[config.mk]
export PLATFORM = sky130hd
export DESIGN_NAME = keyboard_decoder
export DESIGN_NICKNAME = d
export VERILOG_FILES = /design/src/rtl/keyboard_decoder.sv
export SDC_FILE = /design/constraint.sdc
export NUM_CORES = 1
export LEC_CHECK = 0
export ABC_AREA = 1
export CORE_MARGIN = 10
export CORE_UTILIZATION = 55
export DETAILED_ROUTE_END_ITERATION = 12
export PLACE_DENSITY = 0.88
export SETUP_SLACK_MARGIN = 0.15
export SLEW_MARGIN = 25
export SYNTH_ARGS = -nofsm -noshare
export SYNTH_HDL_FRONTEND = slang
export SYNTH_SLANG_ARGS = --single-unit
[constraint.sdc]
create_clock -name clk -period 4.5 [get_ports clk]
set_input_delay 0.9 -clock clk [delete_from_list [all_inputs] [get_ports clk]]
set_output_delay 0.9 -clock clk [all_outputs]
set_load 0.02 [all_outputs]
[src/rtl/keyboard_decoder.sv]
// PS/2 scan-code set 2 decoder producing single editing commands for the text buffer.
// Tracks E0/F0 prefixes and shift keys, holds a command until acknowledged, counts lost make codes.
module keyboard_decoder #(
    parameter int SYMBOL_WIDTH     = 7,
    parameter int DROP_COUNT_WIDTH = 8
) (
    input  logic                        clk,
    input  logic                        rst_n,
    input  logic [7:0]                  scancode,
    input  logic                        scancode_valid,
    output logic                        left,
    output logic                        right,
    output logic                        backspace,
    output logic [SYMBOL_WIDTH-1:0]     symbol,
    input  logic                        input_ready,
    output logic [DROP_COUNT_WIDTH-1:0] drop_count
);

    typedef enum logic [0:0] {
        IDLE    = 1'b0,
        PENDING = 1'b1
    } state_t;

    localparam logic [7:0] CODE_EXT    = 8'hE0;
    localparam logic [7:0] CODE_BRK    = 8'hF0;
    localparam logic [7:0] CODE_SHIFTL = 8'h12;
    localparam logic [7:0] CODE_SHIFTR = 8'h59;
    localparam logic [DROP_COUNT_WIDTH-1:0] DROP_MAX = {DROP_COUNT_WIDTH{1'b1}};

    // Lowercase ASCII for a letter key, 0 when the code is not a letter.
    function automatic logic [6:0] letter_ascii(input logic [7:0] code);
        logic [6:0] a;
        case (code)
            8'h1C: a = 7'h61;  8'h32: a = 7'h62;  8'h21: a = 7'h63;  8'h23: a = 7'h64;
            8'h24: a = 7'h65;  8'h2B: a = 7'h66;  8'h34: a = 7'h67;  8'h33: a = 7'h68;
            8'h43: a = 7'h69;  8'h3B: a = 7'h6A;  8'h42: a = 7'h6B;  8'h4B: a = 7'h6C;
            8'h3A: a = 7'h6D;  8'h31: a = 7'h6E;  8'h44: a = 7'h6F;  8'h4D: a = 7'h70;
            8'h15: a = 7'h71;  8'h2D: a = 7'h72;  8'h1B: a = 7'h73;  8'h2C: a = 7'h74;
            8'h3C: a = 7'h75;  8'h2A: a = 7'h76;  8'h1D: a = 7'h77;  8'h22: a = 7'h78;
            8'h35: a = 7'h79;  8'h1A: a = 7'h7A;
            default: a = 7'h00;
        endcase
        return a;
    endfunction

    // Unshifted ASCII digit for a number-row key, 0 when the code is not a digit.
    function automatic logic [6:0] digit_ascii(input logic [7:0] code);
        logic [6:0] a;
        case (code)
            8'h45: a = 7'h30;  8'h16: a = 7'h31;  8'h1E: a = 7'h32;  8'h26: a = 7'h33;
            8'h25: a = 7'h34;  8'h2E: a = 7'h35;  8'h36: a = 7'h36;  8'h3D: a = 7'h37;
            8'h3E: a = 7'h38;  8'h46: a = 7'h39;
            default: a = 7'h00;
        endcase
        return a;
    endfunction

    // Result packing: {valid, left, right, backspace, symbol[6:0]}.
    function automatic logic [10:0] decode(input logic [7:0] code, input logic ext,
                                           input logic shift);
        logic       l, r, b;
        logic [6:0] s, lt, dg;
        l  = 1'b0;
        r  = 1'b0;
        b  = 1'b0;
        s  = 7'h00;
        lt = letter_ascii(code);
        dg = digit_ascii(code);
        if (ext) begin
            case (code)
                8'h6B:   l = 1'b1;
                8'h74:   r = 1'b1;
                8'h4A:   s = 7'h2F;
                default: s = 7'h00;
            endcase
        end else if (code == 8'h66) begin
            b = 1'b1;
        end else if (lt != 7'h00) begin
            s = shift ? (lt - 7'h20) : lt;
        end else if (dg != 7'h00) begin
            if (!shift) begin
                s = dg;
            end else begin
                case (code)
                    8'h3E:   s = 7'h2A;
                    8'h36:   s = 7'h5E;
                    8'h46:   s = 7'h28;
                    8'h45:   s = 7'h29;
                    default: s = 7'h00;
                endcase
            end
        end else begin
            case (code)
                8'h4E:   s = 7'h2D;
                8'h55:   s = shift ? 7'h2B : 7'h3D;
                8'h4A:   s = 7'h2F;
                8'h49:   s = 7'h2E;
                8'h29:   s = 7'h20;
                default: s = 7'h00;
            endcase
        end
        return {(l | r | b | (s != 7'h00)), l, r, b, s};
    endfunction

    state_t                      state_q, state_d;
    logic                        ext_q, ext_d;
    logic                        brk_q, brk_d;
    logic                        shift_l_q, shift_l_d;
    logic                        shift_r_q, shift_r_d;
    logic                        left_q, left_d;
    logic                        right_q, right_d;
    logic                        backspace_q, backspace_d;
    logic [SYMBOL_WIDTH-1:0]     symbol_q, symbol_d;
    logic [DROP_COUNT_WIDTH-1:0] drop_q, drop_d;

    logic        final_s;
    logic        cmd_s;
    logic [10:0] dec_s;

    // Prefix/shift tracking, command decode and pending-command FSM.
    always_comb begin
        state_d     = state_q;
        ext_d       = ext_q;
        brk_d       = brk_q;
        shift_l_d   = shift_l_q;
        shift_r_d   = shift_r_q;
        left_d      = left_q;
        right_d     = right_q;
        backspace_d = backspace_q;
        symbol_d    = symbol_q;
        drop_d      = drop_q;

        final_s = scancode_valid && (scancode != CODE_EXT) && (scancode != CODE_BRK);
        dec_s   = decode(scancode, ext_q, shift_l_q | shift_r_q);
        cmd_s   = final_s && !brk_q && dec_s[10];

        if (scancode_valid) begin
            if (scancode == CODE_EXT) begin
                ext_d = 1'b1;
            end else if (scancode == CODE_BRK) begin
                brk_d = 1'b1;
            end else begin
                ext_d = 1'b0;
                brk_d = 1'b0;
                // A shift key's make sets and its break clears, regardless of pending state.
                if (scancode == CODE_SHIFTL) begin
                    shift_l_d = !brk_q;
                end else if (scancode == CODE_SHIFTR) begin
                    shift_r_d = !brk_q;
                end else begin
                    shift_l_d = shift_l_q;
                end
            end
        end else begin
            ext_d = ext_q;
        end

        case (state_q)
            IDLE: begin
                if (cmd_s) begin
                    left_d      = dec_s[9];
                    right_d     = dec_s[8];
                    backspace_d = dec_s[7];
                    symbol_d    = SYMBOL_WIDTH'(dec_s[6:0]);
                    state_d     = PENDING;
                end else begin
                    state_d = IDLE;
                end
            end
            PENDING: begin
                if (cmd_s && (drop_q != DROP_MAX)) begin
                    drop_d = drop_q + DROP_COUNT_WIDTH'(1);
                end else begin
                    drop_d = drop_q;
                end
                if (input_ready) begin
                    left_d      = 1'b0;
                    right_d     = 1'b0;
                    backspace_d = 1'b0;
                    symbol_d    = '0;
                    state_d     = IDLE;
                end else begin
                    state_d = PENDING;
                end
            end
            default: begin
                left_d      = 1'b0;
                right_d     = 1'b0;
                backspace_d = 1'b0;
                symbol_d    = '0;
                state_d     = IDLE;
            end
        endcase
    end

    // State and output registers.
    always_ff @(posedge clk or negedge rst_n) begin
        if (!rst_n) begin
            state_q     <= IDLE;
            ext_q       <= 1'b0;
            brk_q       <= 1'b0;
            shift_l_q   <= 1'b0;
            shift_r_q   <= 1'b0;
            left_q      <= 1'b0;
            right_q     <= 1'b0;
            backspace_q <= 1'b0;
            symbol_q    <= '0;
            drop_q      <= '0;
        end else begin
            state_q     <= state_d;
            ext_q       <= ext_d;
            brk_q       <= brk_d;
            shift_l_q   <= shift_l_d;
            shift_r_q   <= shift_r_d;
            left_q      <= left_d;
            right_q     <= right_d;
            backspace_q <= backspace_d;
            symbol_q    <= symbol_d;
            drop_q      <= drop_d;
        end
    end

    assign left       = left_q;
    assign right      = right_q;
    assign backspace  = backspace_q;
    assign symbol     = symbol_q;
    assign drop_count = drop_q;

endmodule

==> results of run 1 <==
==> final cells by class <==
| class | instances | area, sq um | area share (%) |
|---|---|---|---|
| flip-flops and latches | 23 | 576 | 21.3 |
| repair buffers | 30 | 293 | 10.9 |
| clock buffers | 4 | 45.0 | 1.67 |
| well taps | 50 | 62.6 | 2.32 |
| multi-input cells | 305 | 1580 | 58.5 |
| inverters | 38 | 143 | 5.29 |
==> worst min path at each step <==
| stage | depth (start not counted) | slack (ns) | start | end |
|---|---|---|---|---|
| floorplan | 2 | 0.45 | shift_r_q$_DFFE_PN0P_ | shift_r_q$_DFFE_PN0P_ |
| global placement | 2 | 0.47 | shift_r_q$_DFFE_PN0P_ | shift_r_q$_DFFE_PN0P_ |
| detailed placement | 2 | 0.48 | shift_r_q$_DFFE_PN0P_ | shift_r_q$_DFFE_PN0P_ |
| CTS | 2 | 0.50 | shift_r_q$_DFFE_PN0P_ | shift_r_q$_DFFE_PN0P_ |
| global route | 2 | 0.54 | shift_r_q$_DFFE_PN0P_ | shift_r_q$_DFFE_PN0P_ |
| finish | 2 | 0.50 | symbol[0]$_DFFE_PN0P_ | symbol[0]$_DFFE_PN0P_ |
==> power breakdown <==
group / leakage, nW / switching, mW / internal [mW]
registers: 0.310 / 0.0320 / 0.241
clock network: 0.0228 / 0.0635 / 0.0632
logic: 1.02 / 0.229 / 0.137
==> cell families after synthesis <==
family	after synthesis
xor+xnor	6
fa+ha+maj	9
simple gates	251
flops	23
buf+inv	47
compound gates	39
==> state kept, by name (all words and copies together), names as in the netlist <==
| signal | cells |
|---|---|
| brk_q | 1 |
| left | 1 |
| state_q | 1 |
| symbol | 7 |
| backspace | 1 |
| shift_l_q | 1 |
| ext_q | 1 |
| shift_r_q | 1 |
| drop_count | 8 |
| right | 1 |
==> cell usage in the layout (no fill, tap or decap), types with 2 or more instances in the layout <==
| master | synthesis | routed |
|---|---|---|
| o21ai_2 | 7 | 7 |
| o21ai_1 | 5 | 5 |
| ha_1 | 9 | 9 |
| xor2_1 | 2 | 2 |
| clkdlybuf4s50_1 | 0 | 28 |
| nand2_1 | 111 | 111 |
| nor2_4 | 4 | 4 |
| nand2_2 | 10 | 10 |
| nor4_1 | 2 | 2 |
| nor2_1 | 40 | 40 |
| o21ai_0 | 7 | 7 |
| nor3_1 | 6 | 6 |
| nand3_2 | 2 | 2 |
| nand3_1 | 49 | 49 |
| inv_1 | 26 | 26 |
| inv_2 | 11 | 11 |
| a21oi_1 | 13 | 13 |
| xnor2_1 | 4 | 4 |
| dfrtp_1 | 23 | 23 |
| nor2_2 | 8 | 8 |
| nand3_4 | 2 | 2 |
| o21bai_1 | 2 | 2 |
| clkbuf_8 | 0 | 3 |
| nand4_1 | 14 | 14 |
==> per-layer routing <==
layer	global-route usage [%]	vias up
met2	29.3	131
met1	23.7	1152
li1	-	1286
met3	3.60	15
met5	0	-
met4	4.94	0
==> worst max-delay path, cell delays in order <==
cell and delay, ns:
clkdlybuf4s50_1 0.84, inv_2 0.27, a21oi_1 0.30, nand2_1 0.09, nand2_1 0.07, nand3_1 0.10, nand2_1 0.07, nand2_1 0.08
ha_1 0.29, o21bai_1 0.19, nor2_1 0.08, nor2_2 0.15, nand3_4 0.18, nand3_2 0.23, nand3_1 0.12, nand2_1 0.07
==> through the flow <==
| step | total power, mW | setup WS, ns | util [%] | std cells |
|---|---|---|---|---|
| floorplan | 0.522 | 1.50 | - | 375 |
| global placement | 0.629 | 0.442 | 65.0 | 446 |
| detailed placement | 0.640 | 0.454 | 65.0 | 446 |
| CTS | 0.770 | 0.714 | 66.1 | 450 |
| global route | 0.824 | 0.371 | 66.0 | 450 |
| finish | 0.766 | 0.668 | 66.0 | 450 |
==> summary.txt, run 1 <==
STA
  – Tmin final: 3.83 ns
  – Setup TNS: 0 ns
  – Fin crit share: between 80% and 90%
  – Final Hold Vio Count: 0
  – Skew final: approximately 0.0015 ns
  – Hold Worst Slack: 0.504 ns
  – Final Setup Violations: 0
  – Worst slew margin: approximately 60%
  – RSZ-0062 raised after global routing: false
  – Fin. max-slew vios: 0
  – FMAX: about 260 MHz
  – Slew at the pin with the worst max-slew slack: approximately 0.59 ns

Clock tree
  – Reg clk slew, reported paths: approximately 0.08 ns
  – Clk_lat worst skew: 0.26 ns
  – Postcts setup bufs: 0
  – Total CTS buffers: 3
  – CTS max path bufs: 2
  – Hold buffer count at cts: 0
  – CTS tree: built
  – H-tree Lvls: 1
  – CTS root buffer: clkbuf_8
  – Clk sinks: 23
  – Post-CTS sizing: 0

Placed design
  – Dpl hpwl: approximately 5200 um
  – Placed cell area: 2660 sq um
  – # port buffers: 29
  – GP Congestion: 0.934

Layout
  – Antenna Diode Count: 0
  – Layout area overhead: 14.3%
  – Layout cell share with drive strength beyond 1: between 10 and 15%
  – Fill count: roughly 380
  – # nets final: approximately 420
  – Finished Cell Area: approximately 2700 sq um

Route
  – Pre-Repair DR Iteration Count: 5
  – Vias per cell: between 5 and 6
  – DR iter-0 viols: around 250
  – Top Layer Used: met4
  – Wire per inst: between 10 and 15 um
  – Via count: approximately 2600
  – M1 wire length: ~2800 um
  – Wire length on met2: 3000 um
  – DR DRC count: 0
  – Total Wirelength: between 6000 and 7000 um
  – Routed Antenna Nets: 0
  – Metal3 WL: 583 um

Yosys
  – Post-synthesis async set-or-reset flop share: 100%
  – Syn_area_per_cell: about 6.3 sq um
  – Synth Area in Adders: under 10%
  – Top-count cell post-synth: nand2_1
  – Synth Area in Compound Gates: 10.1%
  – Synth Area in XOR/XNOR: under 10%
  – Instance count of the mapped netlist: approximately 380
  – Mux contribution to synthesized area: 0%
  – Seq/Total Area, Yosys: 24.4%
  – Synth cell count leaders: nand2_1, nand3_1, nor2_1, inv_1, dfrtp_1
  – Area leader, netlist: dfrtp_1
  – Syn_nets: between 300 and 400
  – Simple-Gate Fraction of Synth Area: approximately half
  – Synth Warn #: 0
  – Number of distinct library cells after synthesis: 36
  – Synth Register Bits: 23
  – Largest family of logic cells by synthesized area: simple AND/OR/NAND/NOR gates
  – Post-synth top flop: dfrtp_1
  – Top cells by area, synth: dfrtp_1, nand2_1, nand3_1, nor2_1, ha_1
  – Mapped cell area: around 2400 sq um
  – Post-synth top area share: between 20 and 25%
  – Post-synth EDFFs: 0

Min path
  – Hold Crit Class: flop to flop

Setup path
  – R2R Path Start: shift_r_q$_DFFE_PN0P_
  – Largest fanout on the critical path: 17
  – WP data required: about 4.7 ns
  – Crit path from: scancode[3]
  – Critical path class: input pin to flop
  – Critical Path Sink Type: flop
  – Cell count of the worst reg-to-reg path: 13
  – RR Endpoint: right$_DFFE_PN0P_
  – Crit path to: right$_DFFE_PN0P_
  – Data arrival, critical path: about 4.0 ns
  – Startpoint Class: input pin
  – R2r setup slk: 2.13 ns

Floorplan
  – CORE AREA: ~4000 sq um
  – Die W: roughly 86 um
  – Die height: about 86 um
  – Die ar.: 7310 sq um
  – Rows: 23
  – # IOs: 30
  – Initial cell density of the core: approximately 58%

Power
  – Largest vdd supply drop: approximately 0.4 mV
  – Power density over cell area: approximately 280 nW/um^2
  – Static Leakage: ~1.4 nW

Global routing
  – Initial antenna violation count: 0
  – Largest net degree at the start of global routing: 24
  – First-pass GRT wire length: 11400 um
  – Tot GR Track Use: 18.1%
  – GRT Residual Overflow: 0
  – Vias in the first global route: between 2000 and 2500

Flow run
  – MaxCap Viol Count: 0

Run status
  – Status: complete, no violations
(Power assumes the default switching activity.)
==> run 2: changes to the inputs <==
--- a/config.mk
+++ b/config.mk
@@ -6,9 +6,11 @@
 export NUM_CORES = 1
 export LEC_CHECK = 0
 export ABC_AREA = 1
+export CORE_ASPECT_RATIO = 1.25
 export CORE_MARGIN = 10
 export CORE_UTILIZATION = 55
 export DETAILED_ROUTE_END_ITERATION = 12
+export GPL_TIMING_DRIVEN = 0
 export PLACE_DENSITY = 0.88
 export SETUP_SLACK_MARGIN = 0.15
 export SLEW_MARGIN = 25
==> run 2 against run 1 <==
Sequential share of layout area down 0.43 points. Sequential power about the same. Worst setup slack better by 0.044 ns. Register-to-register slack better by 0.10 ns. Critical path type unchanged. Critical path depth up 4. Combinational power up 2%. Maximum frequency up 1.2%. Clock power about the same. Final cell count up 2.9%. Highest routed layer unchanged. First-iteration DRC count down 24%.
==> summary.txt, run 2 (synthesized netlist as in run 1, its figures left out) <==
Run status
  – Status: complete, no violations

STA
  – Skew final: 0.00442 ns (+0.00292 ns)
  – RSZ-0062 raised after global routing: false
  – Final Hold Vio Count: 0 (unchanged)
  – Slew at the pin with the worst max-slew slack: 0.799 ns (+0.211 ns)
  – FMAX: 264 MHz (+1.2%)
  – Setup TNS: 0 ns (unchanged)
  – Final Setup Violations: 0 (unchanged)
  – Fin crit share: 84.2% (-0.98 points)
  – Tmin final: 3.79 ns (-0.0441 ns)
  – Worst setup margin: 0.712 ns (+0.0441 ns)
  – Worst slew margin: 46.3% (-14 points)
  – Fin. max-slew vios: 0 (unchanged)

Global routing
  – Vias in the first global route: 2536 (+2.8%)
  – Largest net degree at the start of global routing: 24 (unchanged)
  – First-pass GRT wire length: 11000 um (-3.3%)
  – Initial antenna violation count: 0 (unchanged)
  – GRT Residual Overflow: 0 (unchanged)
  – Tot GR Track Use: 17.5% (-0.54 points)

Route
  – Wire per inst: 13.3 um (-7.9%)
  – Vias per cell: 5.54 (-3.5%)
  – DR DRC count: 0 (unchanged)
  – Routed Antenna Nets: 0 (unchanged)
  – Pre-Repair DR Iteration Count: 4 (-1)
  – DR iter-0 viols: 189 (-24%)
  – Total Wirelength: 6160 um (-5.2%)
  – Via count: 2565 (-0.74%)

Power
  – Power density over cell area: 280 nW/um^2 (-1.3%)
  – Largest vdd supply drop: 0.124 mV (-69%)
  – Static Leakage: 1.39 nW (+2.2%)
  – Pwr Total: 771 uW (+0.67%)

Layout
  – Max FFs per register: 8 (unchanged)
  – Antenna Diode Count: 0 (unchanged)
  – Commonest cells after routing, fill and taps aside: nand2_1, nand3_1, nor2_1
  – Layout area overhead: 16.6%
  – Most common cell after layout, fill and taps aside: nand2_1
  – Final Non-Filler Cells: 463 (+2.9%)
  – # nets final: 429 (+1.7%)
  – Layout cell share with drive strength beyond 1: 14.3% (+1.5 points)

Setup path
  – Highest cell delay on the worst timing path: 0.55 ns (-0.29 ns)
  – Data arrival, critical path: 3.94 ns (-0.10 ns)
  – Largest fanout on the critical path: 10 (-7)
  – Critical Path Sink Type: flop
  – Top cell by count, worst path: nand2_1
  – Startpoint Class: input pin
  – Slowest library cell on the worst path: clkdlybuf4s50_1
  – Worst-path cell chain: clkdlybuf4s50_1 > inv_1 > ha_1 > nand2_1 > nand2_1 > o21ai_0 > nand2_1 > nand3_1 > a21oi_1 > nor2_1 > nand2_2 > nand2_1 > nand2_1 > nor2_2 > nor2_2 > nand3_4 > nand3_4 > buf_8 > nand2_2 > o21ai_2
  – Critical path class: input pin to flop
  – WP data required: 4.66 ns (-0.04 ns)

Clock tree
  – H-tree Lvls: 1 (unchanged)
  – Clk_lat worst skew: 0.27 ns (about the same)
  – CTS tree: built
  – Clk sinks: 23 (unchanged)
  – Hold buffer count at cts: 0 (unchanged)
  – CTS root buffer: clkbuf_8
  – Postcts setup bufs: 0 (unchanged)
  – CTS max path bufs: 2 (unchanged)
  – Post-CTS sizing: 0 (unchanged)
  – Reg clk slew, reported paths: 0.08 ns (about the same)
  – Total CTS buffers: 3 (unchanged)

Floorplan
  – CORE AREA: 4130 sq um (+1.1%)
  – # IOs: 30 (unchanged)
  – Die height: 93.3 um (+9.0%)
  – Die ar.: 7330 sq um (+0.22%)
  – Die W: 78.6 um (-8.1%)
  – Initial cell density of the core: 57.1% (-0.63 points)
  – Rows: 26 (+13%)

Flow run
  – MaxCap Viol Count: 0 (unchanged)

Placed design
  – Pre-CTS setup slack: 0.456 ns (+0.00198 ns)
  – GP Congestion: 1.01 (+8.6%)
  – # port buffers: 28 (-3.4%)
  – Placed Cells: 459 (+2.9%)
  – Dpl hpwl: 5080 um (-1.6%)

Min path
  – Hold Crit Class: flop to flop
==> run 2: cell types whose count changed in the layout (fill, tap and decap cells not counted) <==
cell / change
buf_2: +3
buf_4: +1
buf_6: +1
buf_8: +1
clkbuf_1: +1
clkdlybuf4s50_1: -1
clkinv_2: +1
==> run 2: layout make-up <==
class	count	area, sq um
buffer	9	63.8
clock buffer	3	41.3
clock inverter	1	5.00
fill	380	1380
inverter	38	143
multi-input combinational	305	1580
sequential	23	576
tap	56	70.1
timing repair buffer	28	275
==> run 2: path summary, 6_finish.rpt <==
check | cells past startpoint | end | from | slack [ns]
worst max-delay path | 20 | drop_count[6]$_DFFE_PN0P_ | scancode[1] | 0.71
worst min register to register | 2 | shift_r_q$_DFFE_PN0P_ | shift_r_q$_DFFE_PN0P_ | 0.50
worst max register to register | 14 | drop_count[6]$_DFFE_PN0P_ | shift_r_q$_DFFE_PN0P_ | 2.23
min in group asynchronous | 1 | symbol[0]$_DFFE_PN0P_ | rst_n | 0.59
max in group asynchronous | 1 | symbol[4]$_DFFE_PN0P_ | rst_n | 3.57
worst min-delay path | 2 | shift_r_q$_DFFE_PN0P_ | shift_r_q$_DFFE_PN0P_ | 0.50
==> run 2: stage by stage <==
step / hold slack, ns / util [%] / area (sq um)
after floorplan: 0.454 / - / 2360
after global placement: 0.467 / 65.6 / 2710
after detailed placement: 0.486 / 65.6 / 2710
after CTS: 0.503 / 66.7 / 2760
after global routing: 0.534 / 66.6 / 2750
final: 0.501 / 66.6 / 2750
==> run 2: layer usage <==
layer / vias to the layer above / share of wire (%) / track usage (%)
li1: 1295 / - / -
met1: 1146 / 39 / 18.7
met2: 98 / 50 / 31.2
met3: 26 / 5.6 / 2.68
met4: 0 / 4.4 / 11.5
met5: - / 0 / 0
==> run 2: power by group <==
group	internal, mW	total, mW	leakage, nW	switching (mW)
sequential	0.241	0.270	0.310	0.0291
combinational	0.146	0.374	1.05	0.228
clock	0.0618	0.127	0.0255	0.0651
==> run 2: critical path: cells and delay by family <==
family | cells | cell delay, ns
AND/OR/NAND/NOR | 13 | 1.54
buffers and inverters | 3 | 0.91
AO/OA/AOI/OAI | 3 | 0.31
adder cells (fa/ha/maj) | 1 | 0.25
